[src/rtl/nw_fill_scheduler.sv]
// -----------------------------------------------------------------------------
// nw_fill_scheduler
//
// Sequences the Needleman-Wunsch score-matrix fill over a single-port score RAM.
// The matrix is (N+1)x(N+1) and is stored row-major at address i*(N+1)+j.
//
// A fill runs in two phases:
//   1. INIT writes the boundary row 0 and column 0 with -(k*GAP) over 2N+1
//      cycles.
//   2. Each interior cell (i,j) is visited row-major from (1,1) to (N,N):
//        a. Read diag, up and left from the RAM.
//        b. Present them to the external cell calculator.
//        c. Wait for the calculator's result.
//        d. Write the result back to (i,j).
//
// Optional build macro: NW_FILL_PERF_EN adds two 32-bit saturating counters:
//   perf_cycles - cycles spent busy
//   perf_stall  - cycles spent waiting on the calculator
//
// Ports
//   clk         in   clock, rising edge
//   rst         in   asynchronous, active-low reset
//   start       in   1-cycle fill request, ignored while busy
//   ram_addr    out  score RAM address (0 when no access is in progress)
//   ram_we      out  score RAM write enable
//   ram_wdata   out  score RAM write data
//   ram_rdata   in   score RAM read data, valid 1 cycle after ram_addr
//   calc_i      out  current row index
//   calc_j      out  current column index
//   calc_start  out  1-cycle pulse; neighbours valid with it
//   nb_diag     out  score(i-1,j-1)
//   nb_up       out  score(i-1,j)
//   nb_left     out  score(i,j-1)
//   res_valid   in   calculator result strobe (only honoured while waiting)
//   res_score   in   calculator result
//   busy        out  high from INIT through the last cell write
//   done        out  high once the fill has completed, until the next start
//   perf_cycles out  (NW_FILL_PERF_EN only) busy cycle count
//   perf_stall  out  (NW_FILL_PERF_EN only) calculator wait cycle count
// -----------------------------------------------------------------------------
module nw_fill_scheduler #(
    parameter int N       = 8,
    parameter int ADDR_W  = 7,
    parameter int SCORE_W = 8,
    parameter int IDX_W   = 4,
    parameter int GAP     = 2
) (
    input  logic               clk,
    input  logic               rst,
    input  logic               start,
    output logic [ADDR_W-1:0]  ram_addr,
    output logic               ram_we,
    output logic [SCORE_W-1:0] ram_wdata,
    input  logic [SCORE_W-1:0] ram_rdata,
    output logic [IDX_W-1:0]   calc_i,
    output logic [IDX_W-1:0]   calc_j,
    output logic               calc_start,
    output logic [SCORE_W-1:0] nb_diag,
    output logic [SCORE_W-1:0] nb_up,
    output logic [SCORE_W-1:0] nb_left,
    input  logic               res_valid,
    input  logic [SCORE_W-1:0] res_score,
    output logic               busy,
    output logic               done
`ifdef NW_FILL_PERF_EN
    ,
    output logic [31:0]        perf_cycles,
    output logic [31:0]        perf_stall
`endif
);

    typedef enum logic [3:0] {
        ST_IDLE,
        ST_INIT,
        ST_RD_D,
        ST_RD_U,
        ST_RD_L,
        ST_CAPT,
        ST_WAIT,
        ST_WRITE,
        ST_DONE
    } state_t;

    // The INIT step counter must reach 2N, one bit wider than a matrix index.
    localparam int K_W = IDX_W + 1;

    localparam logic [IDX_W-1:0]  ZERO_IDX = '0;
    localparam logic [IDX_W-1:0]  ONE_IDX  = IDX_W'(1);
    localparam logic [IDX_W-1:0]  N_IDX    = IDX_W'(N);
    localparam logic [K_W-1:0]    ONE_K    = K_W'(1);
    localparam logic [K_W-1:0]    N_K      = K_W'(N);
    localparam logic [K_W-1:0]    LAST_K   = K_W'(2 * N);
    localparam logic [ADDR_W-1:0] ROW_LEN  = ADDR_W'(N + 1);

    // Row-major address of (row, col), unsigned at ADDR_W.
    function automatic logic [ADDR_W-1:0] cell_addr(
        input logic [IDX_W-1:0] row,
        input logic [IDX_W-1:0] col
    );
        return ADDR_W'(row) * ROW_LEN + ADDR_W'(col);
    endfunction

    // Boundary score -(k*GAP), truncated to SCORE_W.
    function automatic logic [SCORE_W-1:0] gap_score(
        input logic [IDX_W-1:0] k
    );
        return SCORE_W'(-(int'(k) * GAP));
    endfunction

    // INIT step k: steps 0..N cover row 0 (col = k);
    // steps N+1..2N cover column 0 (row = k-N).
    function automatic logic [IDX_W-1:0] init_row(input logic [K_W-1:0] k);
        return (k <= N_K) ? ZERO_IDX : IDX_W'(k - N_K);
    endfunction

    function automatic logic [IDX_W-1:0] init_col(input logic [K_W-1:0] k);
        return (k <= N_K) ? IDX_W'(k) : ZERO_IDX;
    endfunction

    // -------------------------------------------------------------------------
    // State and registered outputs
    // -------------------------------------------------------------------------
    state_t             state_reg;
    logic [K_W-1:0]     k_reg;
    logic [IDX_W-1:0]   i_reg;
    logic [IDX_W-1:0]   j_reg;
    logic [ADDR_W-1:0]  addr_reg;
    logic               we_reg;
    logic [SCORE_W-1:0] wdata_reg;
    logic               calc_start_reg;
    logic [SCORE_W-1:0] nb_diag_reg;
    logic [SCORE_W-1:0] nb_up_reg;
    logic [SCORE_W-1:0] nb_left_reg;
    logic               busy_reg;
    logic               done_reg;

    // Derived step values used by the FSM
    logic [K_W-1:0]     k_next;
    logic [IDX_W-1:0]   i_dec;
    logic [IDX_W-1:0]   j_dec;
    logic [IDX_W-1:0]   i_inc;
    logic [IDX_W-1:0]   j_inc;
    logic [IDX_W-1:0]   init_row_next;
    logic [IDX_W-1:0]   init_col_next;
    logic               start_accept;
    logic               last_cell;

    assign k_next        = k_reg + ONE_K;
    assign i_dec         = i_reg - ONE_IDX;
    assign j_dec         = j_reg - ONE_IDX;
    assign i_inc         = i_reg + ONE_IDX;
    assign j_inc         = j_reg + ONE_IDX;
    assign init_row_next = init_row(k_next);
    assign init_col_next = init_col(k_next);

    // start is only honoured when no fill is in progress.
    assign start_accept  = start && ((state_reg == ST_IDLE) || (state_reg == ST_DONE));
    assign last_cell     = (i_reg == N_IDX) && (j_reg == N_IDX);

    // Outputs are loaded on the edge that enters the state they belong to,
    // so ram_addr/ram_we/ram_wdata are valid for the whole cycle of that state.
    always_ff @(posedge clk or negedge rst) begin
        if (!rst) begin
            state_reg      <= ST_IDLE;
            k_reg          <= '0;
            i_reg          <= '0;
            j_reg          <= '0;
            addr_reg       <= '0;
            we_reg         <= 1'b0;
            wdata_reg      <= '0;
            calc_start_reg <= 1'b0;
            nb_diag_reg    <= '0;
            nb_up_reg      <= '0;
            nb_left_reg    <= '0;
            busy_reg       <= 1'b0;
            done_reg       <= 1'b0;
        end else begin
            calc_start_reg <= 1'b0;

            case (state_reg)
                ST_IDLE, ST_DONE: begin
                    // res_valid is deliberately not looked at here;
                    // a start in DONE always wins.
                    if (start_accept) begin
                        state_reg <= ST_INIT;
                        k_reg     <= '0;
                        i_reg     <= '0;
                        j_reg     <= '0;
                        addr_reg  <= '0;          // step 0: (0,0)
                        wdata_reg <= '0;          // -(0*GAP)
                        we_reg    <= 1'b1;
                        busy_reg  <= 1'b1;
                        done_reg  <= 1'b0;
                    end
                end

                ST_INIT: begin
                    if (k_reg == LAST_K) begin
                        // Boundary complete; first cell is (1,1),
                        // whose diagonal is (0,0).
                        state_reg <= ST_RD_D;
                        we_reg    <= 1'b0;
                        wdata_reg <= '0;
                        i_reg     <= ONE_IDX;
                        j_reg     <= ONE_IDX;
                        addr_reg  <= '0;
                    end else begin
                        k_reg     <= k_next;
                        addr_reg  <= cell_addr(init_row_next, init_col_next);
                        // Exactly one of row/col is non-zero on the boundary.
                        wdata_reg <= gap_score(init_row_next + init_col_next);
                    end
                end

                ST_RD_D: begin
                    state_reg <= ST_RD_U;
                    addr_reg  <= cell_addr(i_dec, j_reg);   // up
                end

                ST_RD_U: begin
                    state_reg   <= ST_RD_L;
                    nb_diag_reg <= ram_rdata;
                    addr_reg    <= cell_addr(i_reg, j_dec); // left
                end

                ST_RD_L: begin
                    state_reg      <= ST_CAPT;
                    nb_up_reg      <= ram_rdata;
                    addr_reg       <= '0;
                    calc_start_reg <= 1'b1;                 // high during CAPT
                end

                ST_CAPT: begin
                    state_reg   <= ST_WAIT;
                    nb_left_reg <= ram_rdata;
                end

                ST_WAIT: begin
                    if (res_valid) begin
                        state_reg <= ST_WRITE;
                        we_reg    <= 1'b1;
                        addr_reg  <= cell_addr(i_reg, j_reg);
                        wdata_reg <= res_score;
                    end
                end

                ST_WRITE: begin
                    we_reg    <= 1'b0;
                    wdata_reg <= '0;
                    if (last_cell) begin
                        state_reg <= ST_DONE;
                        addr_reg  <= '0;
                        busy_reg  <= 1'b0;
                        done_reg  <= 1'b1;
                    end else if (j_reg == N_IDX) begin
                        // Next cell is (i+1,1); its diagonal is (i,0).
                        state_reg <= ST_RD_D;
                        i_reg     <= i_inc;
                        j_reg     <= ONE_IDX;
                        addr_reg  <= cell_addr(i_reg, ZERO_IDX);
                    end else begin
                        // Next cell is (i,j+1); its diagonal is (i-1,j).
                        state_reg <= ST_RD_D;
                        j_reg     <= j_inc;
                        addr_reg  <= cell_addr(i_dec, j_reg);
                    end
                end

                default: begin
                    state_reg <= ST_IDLE;
                    we_reg    <= 1'b0;
                    busy_reg  <= 1'b0;
                    done_reg  <= 1'b0;
                end
            endcase
        end
    end

    // -------------------------------------------------------------------------
    // Output drive
    // -------------------------------------------------------------------------
    assign ram_addr   = addr_reg;
    assign ram_we     = we_reg;
    assign ram_wdata  = wdata_reg;
    assign calc_i     = i_reg;
    assign calc_j     = j_reg;
    assign calc_start = calc_start_reg;
    assign nb_diag    = nb_diag_reg;
    assign nb_up      = nb_up_reg;
    assign busy       = busy_reg;
    assign done       = done_reg;

    // The left read returns during CAPT, the same cycle calc_start is high,
    // so the RAM data is forwarded directly in CAPT.
    // From WAIT onwards the captured copy holds the value steady.
    assign nb_left = (state_reg == ST_CAPT) ? ram_rdata : nb_left_reg;

`ifdef NW_FILL_PERF_EN
    // -------------------------------------------------------------------------
    // Performance counters: clear on an accepted start,
    // count busy / WAIT cycles, saturate at all-ones.
    // -------------------------------------------------------------------------
    logic [31:0] perf_cycles_reg;
    logic [31:0] perf_stall_reg;

    always_ff @(posedge clk or negedge rst) begin
        if (!rst) begin
            perf_cycles_reg <= '0;
            perf_stall_reg  <= '0;
        end else if (start_accept) begin
            perf_cycles_reg <= '0;
            perf_stall_reg  <= '0;
        end else begin
            if (busy_reg && (perf_cycles_reg != '1)) begin
                perf_cycles_reg <= perf_cycles_reg + 32'd1;
            end
            if ((state_reg == ST_WAIT) && (perf_stall_reg != '1)) begin
                perf_stall_reg <= perf_stall_reg + 32'd1;
            end
        end
    end

    assign perf_cycles = perf_cycles_reg;
    assign perf_stall  = perf_stall_reg;
`endif

endmodule

[config.mk]
export PLATFORM = sky130hd
export DESIGN_NAME = nw_fill_scheduler
export DESIGN_NICKNAME = d
export VERILOG_FILES = /design/src/rtl/nw_fill_scheduler.sv
export SDC_FILE = /design/constraint.sdc
export NUM_CORES = 1
export LEC_CHECK = 0
export ABC_AREA = 0
export CAP_MARGIN = 20
export CORE_MARGIN = 2
export CORE_UTILIZATION = 47
export CTS_BUF_LIST = sky130_fd_sc_hd__clkbuf_16
export CTS_CLUSTER_SIZE = 16
export DETAILED_ROUTE_END_ITERATION = 10
export GPL_TIMING_DRIVEN = 1
export HOLD_SLACK_MARGIN = 0.08
export PLACE_DENSITY = 0.78
export SLEW_MARGIN = 5
export SYNTH_ARGS = -nofsm -noshare
export SYNTH_HDL_FRONTEND = slang
export SYNTH_SLANG_ARGS = --single-unit
[constraint.sdc]
create_clock -name clk -period 3.7 [get_ports clk]
set_input_delay 0.555 -clock clk [delete_from_list [all_inputs] [get_ports clk]]
set_output_delay 0.555 -clock clk [all_outputs]
set_load 0.02 [all_outputs]
Word level (Yosys, flattened, before mapping)
Cells that the tools add are included.
{"block": "totals", "regBits": 60, "in_bits": 20, "out_inout_bits": 51, "word_cells": 107}
{"block": "op_classes", "add_sub_neg": 12, "multipliers": 3, "n_lt_le_gt_ge": 1, "eq_ne": 18, "n_mux": 39, "bitwise_logic": 2, "n_reduce_logical": 19}
{"cell": "case mux 7 bit (7 select lines)", "count": 1}
{"cell": "2-to-1 mux 4 bit", "count": 12}
{"cell": "2-to-1 mux 7 bit", "count": 5}
{"cell": "2-to-1 mux 8 bit", "count": 4}
{"cell": "case mux 4 bit (8 select lines)", "count": 1}
{"cell": "case mux 8 bit (4 select lines)", "count": 1}
{"cell": "adder 7 x 4 -> 7 bit", "count": 4}
{"cell": "case mux 4 bit (3 select lines)", "count": 2}
{"cell": "multiplier 4 x 4 -> 7 bit, second input constant", "count": 3}
{"cell": "== test 4 x 3 -> 1 bit, second input constant", "count": 4}
{"cell": "AND reduction 3 bit", "count": 5}
{"cell": "inequality test 2 bit, second input constant", "count": 7}
{"cell": "== test 4 bit, second input constant", "count": 3}
{"cell": "2-to-1 mux 5 bit", "count": 2}
{"cell": "case mux 5 bit (2 select lines)", "count": 1}
{"cell": "adder 4 x 1 -> 4 bit, second input constant", "count": 2}
{"cell": "== test 4 x 2 -> 1 bit, second input constant", "count": 2}
{"cell": "negation 5 -> 8 bit", "count": 1}
{"cell": "AND reduction 4 bit", "count": 2}
{"cell": "subtractor 4 x 1 -> 4 bit, second input constant", "count": 2}
{"cell": "2-to-1 mux 1 bit", "count": 7}
{"cell": "nonzero test 7 bit", "count": 1}
{"cell": "case mux 1 bit (3 select lines)", "count": 2}
{"cell": "OR reduction 6 bit", "count": 1}
{"cell": "other kinds (17)", "count": 19}

Logic depth before layout (Yosys ltp)
{"block": "depth", "depth_word": 7, "mapped_depth": 17, "mapped_depth_nobuf": 16}

Worst setup path before layout
Ideal clock, no wire load.
{"block": "synth_timing", "path_kind": "register to register", "start": "reg k_reg[0]", "end": "reg addr_reg[5] (netlist: ram_addr[5])", "setup_ps": 129, "t_arrival_ps": 3236, "t_required_ps": 3571, "slack_ps": 335, "stages_incl_launch_ff": 17, "path_buffers": 1, "period_less_slack_ps": 3365, "path_cell_list": "dfrtp_1 clkbuf_1 nand3_1 xnor2_1 inv_1 o221ai_1 inv_1 nor2_1 ha_1 ha_1 ha_1 a21o_1 a21oi_1 xnor2_1 a32o_1 a221oi_1 o21ai_0"}
{"block": "synth_between", "elab_chain_len": 7, "word_cells_on_any_way": 10, "cone_classes": "add/sub: 3; mul: 1; order compare: 1; eq/ne: 1; mux: 4"}
{"item": "start: declaration", "line_no": "124", "text": "logic [K_W-1:0] k_reg;"}
{"item": "start signal: assignment", "line_no": "208", "text": "k_reg <= k_next;"}
{"item": "adder 5 x 1 -> 5 bit", "line_no": "148", "text": "assign k_next = k_reg + ONE_K;"}
{"item": "subtractor 4 bit or less-or-equal comparator 5 x 4 -> 1 bit (tied branches)", "line_no": "113, 117"}
{"item": "2-to-1 mux 4 bit", "line_no": "113", "text": "return (k <= N_K) ? ZERO_IDX : IDX_W'(k - N_K);"}
{"item": "multiplier 4 x 4 -> 7 bit", "line_no": "100", "text": "return ADDR_W'(row) * ROW_LEN + ADDR_W'(col);"}
{"item": "adder 7 x 4 -> 7 bit", "line_no": "100"}
{"item": "2-to-1 mux 7 bit *", "line_no": "198", "text": "if (k_reg == LAST_K) begin"}
{"item": "case mux 7 bit (7 select lines) *", "line_no": "180", "text": "case (state_reg)"}
{"item": "end signal: assignment", "line_no": "209", "text": "addr_reg <= cell_addr(init_row_next, init_col_next);"}
{"item": "end signal: assignment", "line_no": "217", "text": "addr_reg <= cell_addr(i_dec, j_reg);"}
{"item": "end signal: assignment", "line_no": "223", "text": "addr_reg <= cell_addr(i_reg, j_dec);"}
{"item": "end: declaration", "line_no": "127", "text": "logic [ADDR_W-1:0] addr_reg;"}
Mark *: on every way between the ends. The rest lies on a longest branch, timed or not.
A chain may end at the register's enable or synchronous reset.

Worst setup path in the final report
Ends and elaborated chain as after synthesis.

==> flow_summary.ini <==
[run_status]
status = complete, no violations

[synthesis]
synth_top_area_frac = 0.376
seq_area_frac_synth = 0.376
synth_top_family_by_area = compound AO/OA/AOI/OAI gates
ys_ff_latch = 60
yosysMostFrequentCell = dfrtp_1
synthesis.area_mm2 = 0.00400
synth-main-ff-cell = dfrtp_1
synth_xor_area_frac = 0.0570
synthMuxAreaShare = 0.0755
syn_inst = 411
synth_cell_types = 52
synth_area_leaders = dfrtp_1, ha_1, mux2_2, nand2_1, o21ai_0
synth_simple_gate_area_frac = 0.136
synth_compound_gate_area_share = 0.182
syn_avg_cell_area_um2 = 9.72
async_flop_share = 1.00
netlist_top_cells_count = dfrtp_1, nand2_1, ha_1
synth_top_area_cell = dfrtp_1
yosys_warnings = 0
synth_adder_area_share = 0.131
synth_edf_count = 0

[routing]
drt_iter0_markers = 201
drt_first_pass_iters = 5
drcViolationCount = 0
drt-total-wl_um = 9890
drt-wirelength-per-cell_um = 16.6
vias = 3383
ant_nets = 0
via_per_inst = 5.67

[grt]
grt_pass1_wl_um = 16200
grt_pass1_vias = 3236
track_usage = 0.231
antenna_found_initial = 0
overflow = 0
grt_max_degree = 43

[critical_path]
reg2reg_from = k_reg[0]$_DFFE_PN0P_
cp.arrival_ns = 3.67
r2r_slack_ns = 0.24
cp_max_fo = 9
critPathCapture = ram_addr[5]$_DFFE_PN0P_
startpoint_type = flip-flop
cp-startpoint = k_reg[0]$_DFFE_PN0P_
worstPathRequired_ns = 3.90
r2r_end = ram_addr[5]$_DFFE_PN0P_
endpoint_kind = flip-flop
critical_path_class = flip-flop to flip-flop
reg2regPathDepth = 15

[final_layout]
final_area_mm2 = 0.00515
fin_nets = 547
area_growth_pct = 28.9
n_antenna_cell = 0
layout-drive-gt1-share = 0.124

[floorplanning]
die_area_mm2 = 0.00925
fp.dieH_um = 96.2
fp.dieW_um = 96.2
initial_core_util = 0.486
row_count = 33
io_pins = 71
core_mm2 = 0.00822

[timing]
min_period_ns = 3.46
relSlewSlack = 0.386
hold_viol = 0
rsz0062_at_grt = false
post-route-period-util = 0.936
setup_viol = 0
finalClockSkew_ns = 0.00470
max_freq_mhz = 289
worst_pin_slew_ns = 0.921
finalSetupTns_ns = 0
slew_viol_final = 0

[clock_tree]
clk_pin_slew_worst_paths_ns = 0.06
root_buffer = clkbuf_16
cts_buffer_depth = 2
cts_tree = built
cts_htree_levels = 3
cts_sinks = 60
post_cts_buffers = 0
numCtsBuffers = 9
insertion_delay_ns = 0.33
cts_hold_buf = 0

[power]
cellPowerDensity_mw_per_mm2 = 1070
finalPower_uw = 5500
ir_drop_mv = 0.630
power_leakage_uw = 0.00234

[place]
dp_hpwl_um = 7270
globalplace.congestion = 0.936
postPlaceCellArea_mm2 = 0.00481
numPortBuffers = 70

[run]
maxCapViolCount = 0

[worst_hold_path]
hold_class = primary input to async pin
-- final cells by class --
type | count | area [um^2]
fill | 673 | 3070
multi-input combinational | 315 | 2340
sequential | 60 | 1500
timing repair buffer | 79 | 763
clock buffer | 9 | 225
tap | 105 | 131
clock inverter | 7 | 106
inverter | 22 | 82.6
-- worst min path at each step --
stage          slack, ns                  endpoint  depth (start not counted)                      from
2_1_floorplan       0.26          busy$_DFFE_PN0P_                          0                       rst
3_3_place_gp        0.47  ram_wdata[4]$_DFFE_PN0P_                          2  ram_wdata[4]$_DFFE_PN0P_
3_5_place_dp        0.47          done$_DFFE_PN0P_                          1          done$_DFFE_PN0P_
4_1_cts             0.38  nb_left_reg[7]$_DFF_PN0_                          1                       rst
5_1_grt             0.44  nb_left_reg[7]$_DFF_PN0_                          1                       rst
6_report            0.36    nb_diag[7]$_DFFE_PN0P_                          1                       rst
-- critical path, cell delays in order, from the launching register on --
cell and delay [ns]:
dfrtp_2 0.45, nand3_1 0.12, xnor2_1 0.25, inv_1 0.14
o221ai_2 0.24, inv_1 0.11, nor2_1 0.16, ha_1 0.25
ha_1 0.30, ha_1 0.35, a21o_1 0.20, a21oi_1 0.16
xnor2_1 0.08, a32o_1 0.21, a221oi_1 0.19, o21ai_0 0.10
-- report_power, final --
group | internal [uW] | switching [uW] | total (uW)
Sequential | 934 | 189 | 1120
Clock | 601 | 328 | 929
Combinational | 1510 | 1930 | 3450
-- cell usage in the layout, fill, tap and decap left out, types with 3 or more instances in the layout --
master	instances
nor2b_1	3
a21oi_1	24
clkdlybuf4s50_1	69
o221ai_1	4
conb_1	3
mux2_2	25
a21o_1	11
nor3_1	7
o21ai_0	31
or3_1	4
inv_1	22
nor2_1	26
xnor2_1	13
o22ai_1	3
ha_1	37
a211oi_1	5
nand2_1	43
nand2b_1	8
clkbuf_16	9
o21ai_1	3
o211ai_1	6
dfrtp_1	59
a221oi_1	3
xor2_1	13
buf_4	9
fa_1	3
nand3_1	4
-- repair_timing --
action                     in CTS  in global routing
resized for setup               0                  2
hold endpoints to repair        0                  0
setup endpoints to repair       0                  3
-- per-layer routing --
| metal | vias to the layer above | track usage | routed length [um] |
|---|---|---|---|
| li1 | 1631 | - | - |
| met1 | 1608 | 0.318 | 4470 |
| met4 | 0 | 0.0845 | 182 |
| met3 | 16 | 0.0478 | 654 |
| met2 | 128 | 0.357 | 4580 |
| met5 | - | 0 | 0 |
-- metrics by stage --
stage          hold slack [ns]  setup slack, ns  std cells  utilization
6_report                 0.361            0.237        597        0.627
5_1_grt                  0.441          0.00777        597        0.627
4_1_cts                  0.383           0.0897        597        0.626
3_5_place_dp             0.470            0.118        581        0.586
3_3_place_gp             0.466            0.229        581        0.586
2_1_floorplan            0.259            0.335        413            -
-- kinds of logic (layout without fill, tap and decap cells) --
| kind of cell | count (synthesis) | in the layout |
|---|---|---|
| and+or+nand+nor | 108 | 108 |
| AOI/OAI and AO/OA | 111 | 111 |
| buffers and inverters | 38 | 117 |
| other | 1 | 3 |
| muxes | 27 | 27 |
| adders and majority gates | 40 | 40 |
| DFF | 60 | 60 |
| xor gates and xnor gates | 26 | 26 |
Note: power is estimated with default switching activity, not from simulation.
==> RTL change, RTL diff (same flow settings) <==
Set the parameter `IDX_W` to 3 (it was 4).
--- a/src/rtl/nw_fill_scheduler.sv
+++ b/src/rtl/nw_fill_scheduler.sv
@@ -43,5 +43,5 @@
     parameter int ADDR_W  = 7,
     parameter int SCORE_W = 8,
-    parameter int IDX_W   = 4,
+    parameter int IDX_W   = 3,
     parameter int GAP     = 2
 ) (
Ports: changed (resized calc_i and calc_j); port bits go from 71 to 69. The function was not compared with the original's and may differ.
==> RTL change against the unedited design <==
Final cell count decreased by 13%. Area after synthesis decreased by 12%. Critical path depth decreased by 11. Setup slack improved by 0.30 ns. Sequential cell count decreased by 3. Routed wire length decreased by 11%. First-iteration DRC count increased by 16%. Cell area decreased by 11%. Power decreased by 20%. Global-route usage decreased by 0.52 points.
==> RTL change: results (changes against the unedited design) <==
Root Driver: clkbuf_16 (unchanged)
Hold Crit Class: primary input to async pin (unchanged)
Tot GR Track Use: 0.2253 (was 0.2305)
DR vias/cell: 5.674 (was 5.667)
CTS max path bufs: 2 (unchanged)
I/O Buffers: 68 (was 70)
fraction of layout cells with a size suffix above 1: 0.1517 (was 0.1240)
Clock Skews: 0.007233 ns (was 0.004701 ns)
slowest library cell on the worst path: nor3b_2 (was dfrtp_2)
Int Pwr: 2.571 mW (was 3.050 mW)
top post-synthesis cells by count: 57 x dfrtp_1, 36 x nand2_1, 24 x a21oi_1, 24 x mux2_2, 22 x o21ai_0 (was 60 x dfrtp_1, 43 x nand2_1, 37 x ha_1)
GPL Wtd Cong: 0.9180 (was 0.9362)
total CTS buffers: 9 (unchanged)
drt first-iter violations: 233 (was 201)
FFs w/ async S/R, synth: 1.000 (unchanged)
global-route wire length before repair: 14700 um (was 16150 um)
CP delay by family, top: simple AND/OR/NAND/NOR gates (was compound AO/OA/AOI/OAI gates)
top cells by area, synth: dfrtp_1 41%, mux2_2 7.7%, ha_1 7.2%, nand2_1 3.9%, a21oi_1 3.4% (was dfrtp_1 38%, ha_1 12%, mux2_2 7.0%, nand2_1 4.0%, o21ai_0 3.9%)
syn nets: 389
final net count: 459 (was 547)
Worst-Skew Late Latency: 0.32 ns
Final HPWL DP: 6397 um (was 7269 um)
critical path data arrival time: 2.60 ns (was 3.67 ns)
Most used DFF post-synth: dfrtp_1 (unchanged)
initial antenna violation count: 0 (unchanged)
VDD IR max: 0.4919 mV (was 0.6301 mV)
Max H-tree Level: 3 (unchanged)
Max Fanout on Critical Path: 8 (was 9)
status: completed (unchanged)
wire length per cell: 16.94 um (was 16.56 um)
Diodes inserted: 0 (unchanged)
Worst R2R Path Depth: 12 (was 15)
leakage power: 1.980 nW (was 2.343 nW)
vias in the first global route: 3020 (was 3236)
cts repair resizes: 0 (unchanged)
Unique masters post-synth: 67 (was 52)
register area share after synthesis: 0.4079 (was 0.3758)
TritonRoute pass-1 iters: 4 (was 5)
Post-CTS Setup Bufs: 0 (unchanged)
Slew HR: 0.5067 (was 0.3860)
filler instances: 609 (was 673)
Yosys warning count: 0 (unchanged)
slowest stage delay, CP: 0.67 ns (was 0.45 ns)
largest net degree at the start of global routing: 34 (was 43)
CTS clk-pin slew, worst paths: 0.05 ns
## RTL change: routing by layer
| layer | part of all wire | track usage | wire, um |
|---|---|---|---|
| met1 | 0.43 | 0.2834 | 3810 |
| met4 | 0.022 | 0.09744 | 196 |
| met5 | 0 | 0 | 0 |
| met3 | 0.063 | 0.05760 | 554 |
| met2 | 0.48 | 0.3690 | 4263 |
## RTL change: final cells by class
type	count	share of cell area
inverters	17	0.01397
flip-flops and latches	57	0.3122
multi-input cells	254	0.4141
clock buffers	9	0.04930
repair buffers	78	0.1643
well taps	99	0.02712
clock inverters	7	0.01890
## RTL change: worst paths after layout
check | from | to | slack, ns
min in group clk | done | done | 0.48
max | state_reg[3] | nb_left[2] | 0.54
max in group asynchronous | rst | ram_addr[6] | 2.64
min reg2reg | done | done | 0.48
max reg2reg | calc_i[1] | ram_addr[3] | 0.78
min | rst | nb_diag[5] | 0.21
## RTL change: cells by family after synthesis
| logic type | count (synthesis) | share of synthesized area |
|---|---|---|
| compound gates | 99 | 0.1936 |
| simple gates | 95 | 0.1521 |
| flops | 57 | 0.4079 |
| buf+inv | 36 | 0.05116 |
| mux | 24 | 0.07728 |
| fa+ha+maj | 22 | 0.08301 |
| xor+xnor | 14 | 0.03506 |
## RTL change: power groups by stage
stage          Clock [mW]  Sequential, mW  Combinational (mW)
3_5_place_dp            0            1.05                2.44
2_1_floorplan           0            1.24                1.44
6_report            0.856            1.04                2.48
5_1_grt             0.898            1.07                2.68
4_1_cts             0.873            1.04                2.47
3_3_place_gp            0            1.03                2.39
## RTL change: metrics by stage
stage	instance area (um2)	util	total power [mW]	instances	worst slack [ns]
2_1_floorplan	3497	-	2.682	347	0.8832
3_3_place_gp	4249	0.5890	3.426	504	0.9407
3_5_place_dp	4249	0.5890	3.491	504	0.7918
4_1_cts	4561	0.6322	4.385	520	0.5375
5_1_grt	4568	0.6332	4.650	521	0.4449
6_report	4568	0.6332	4.377	521	0.5404
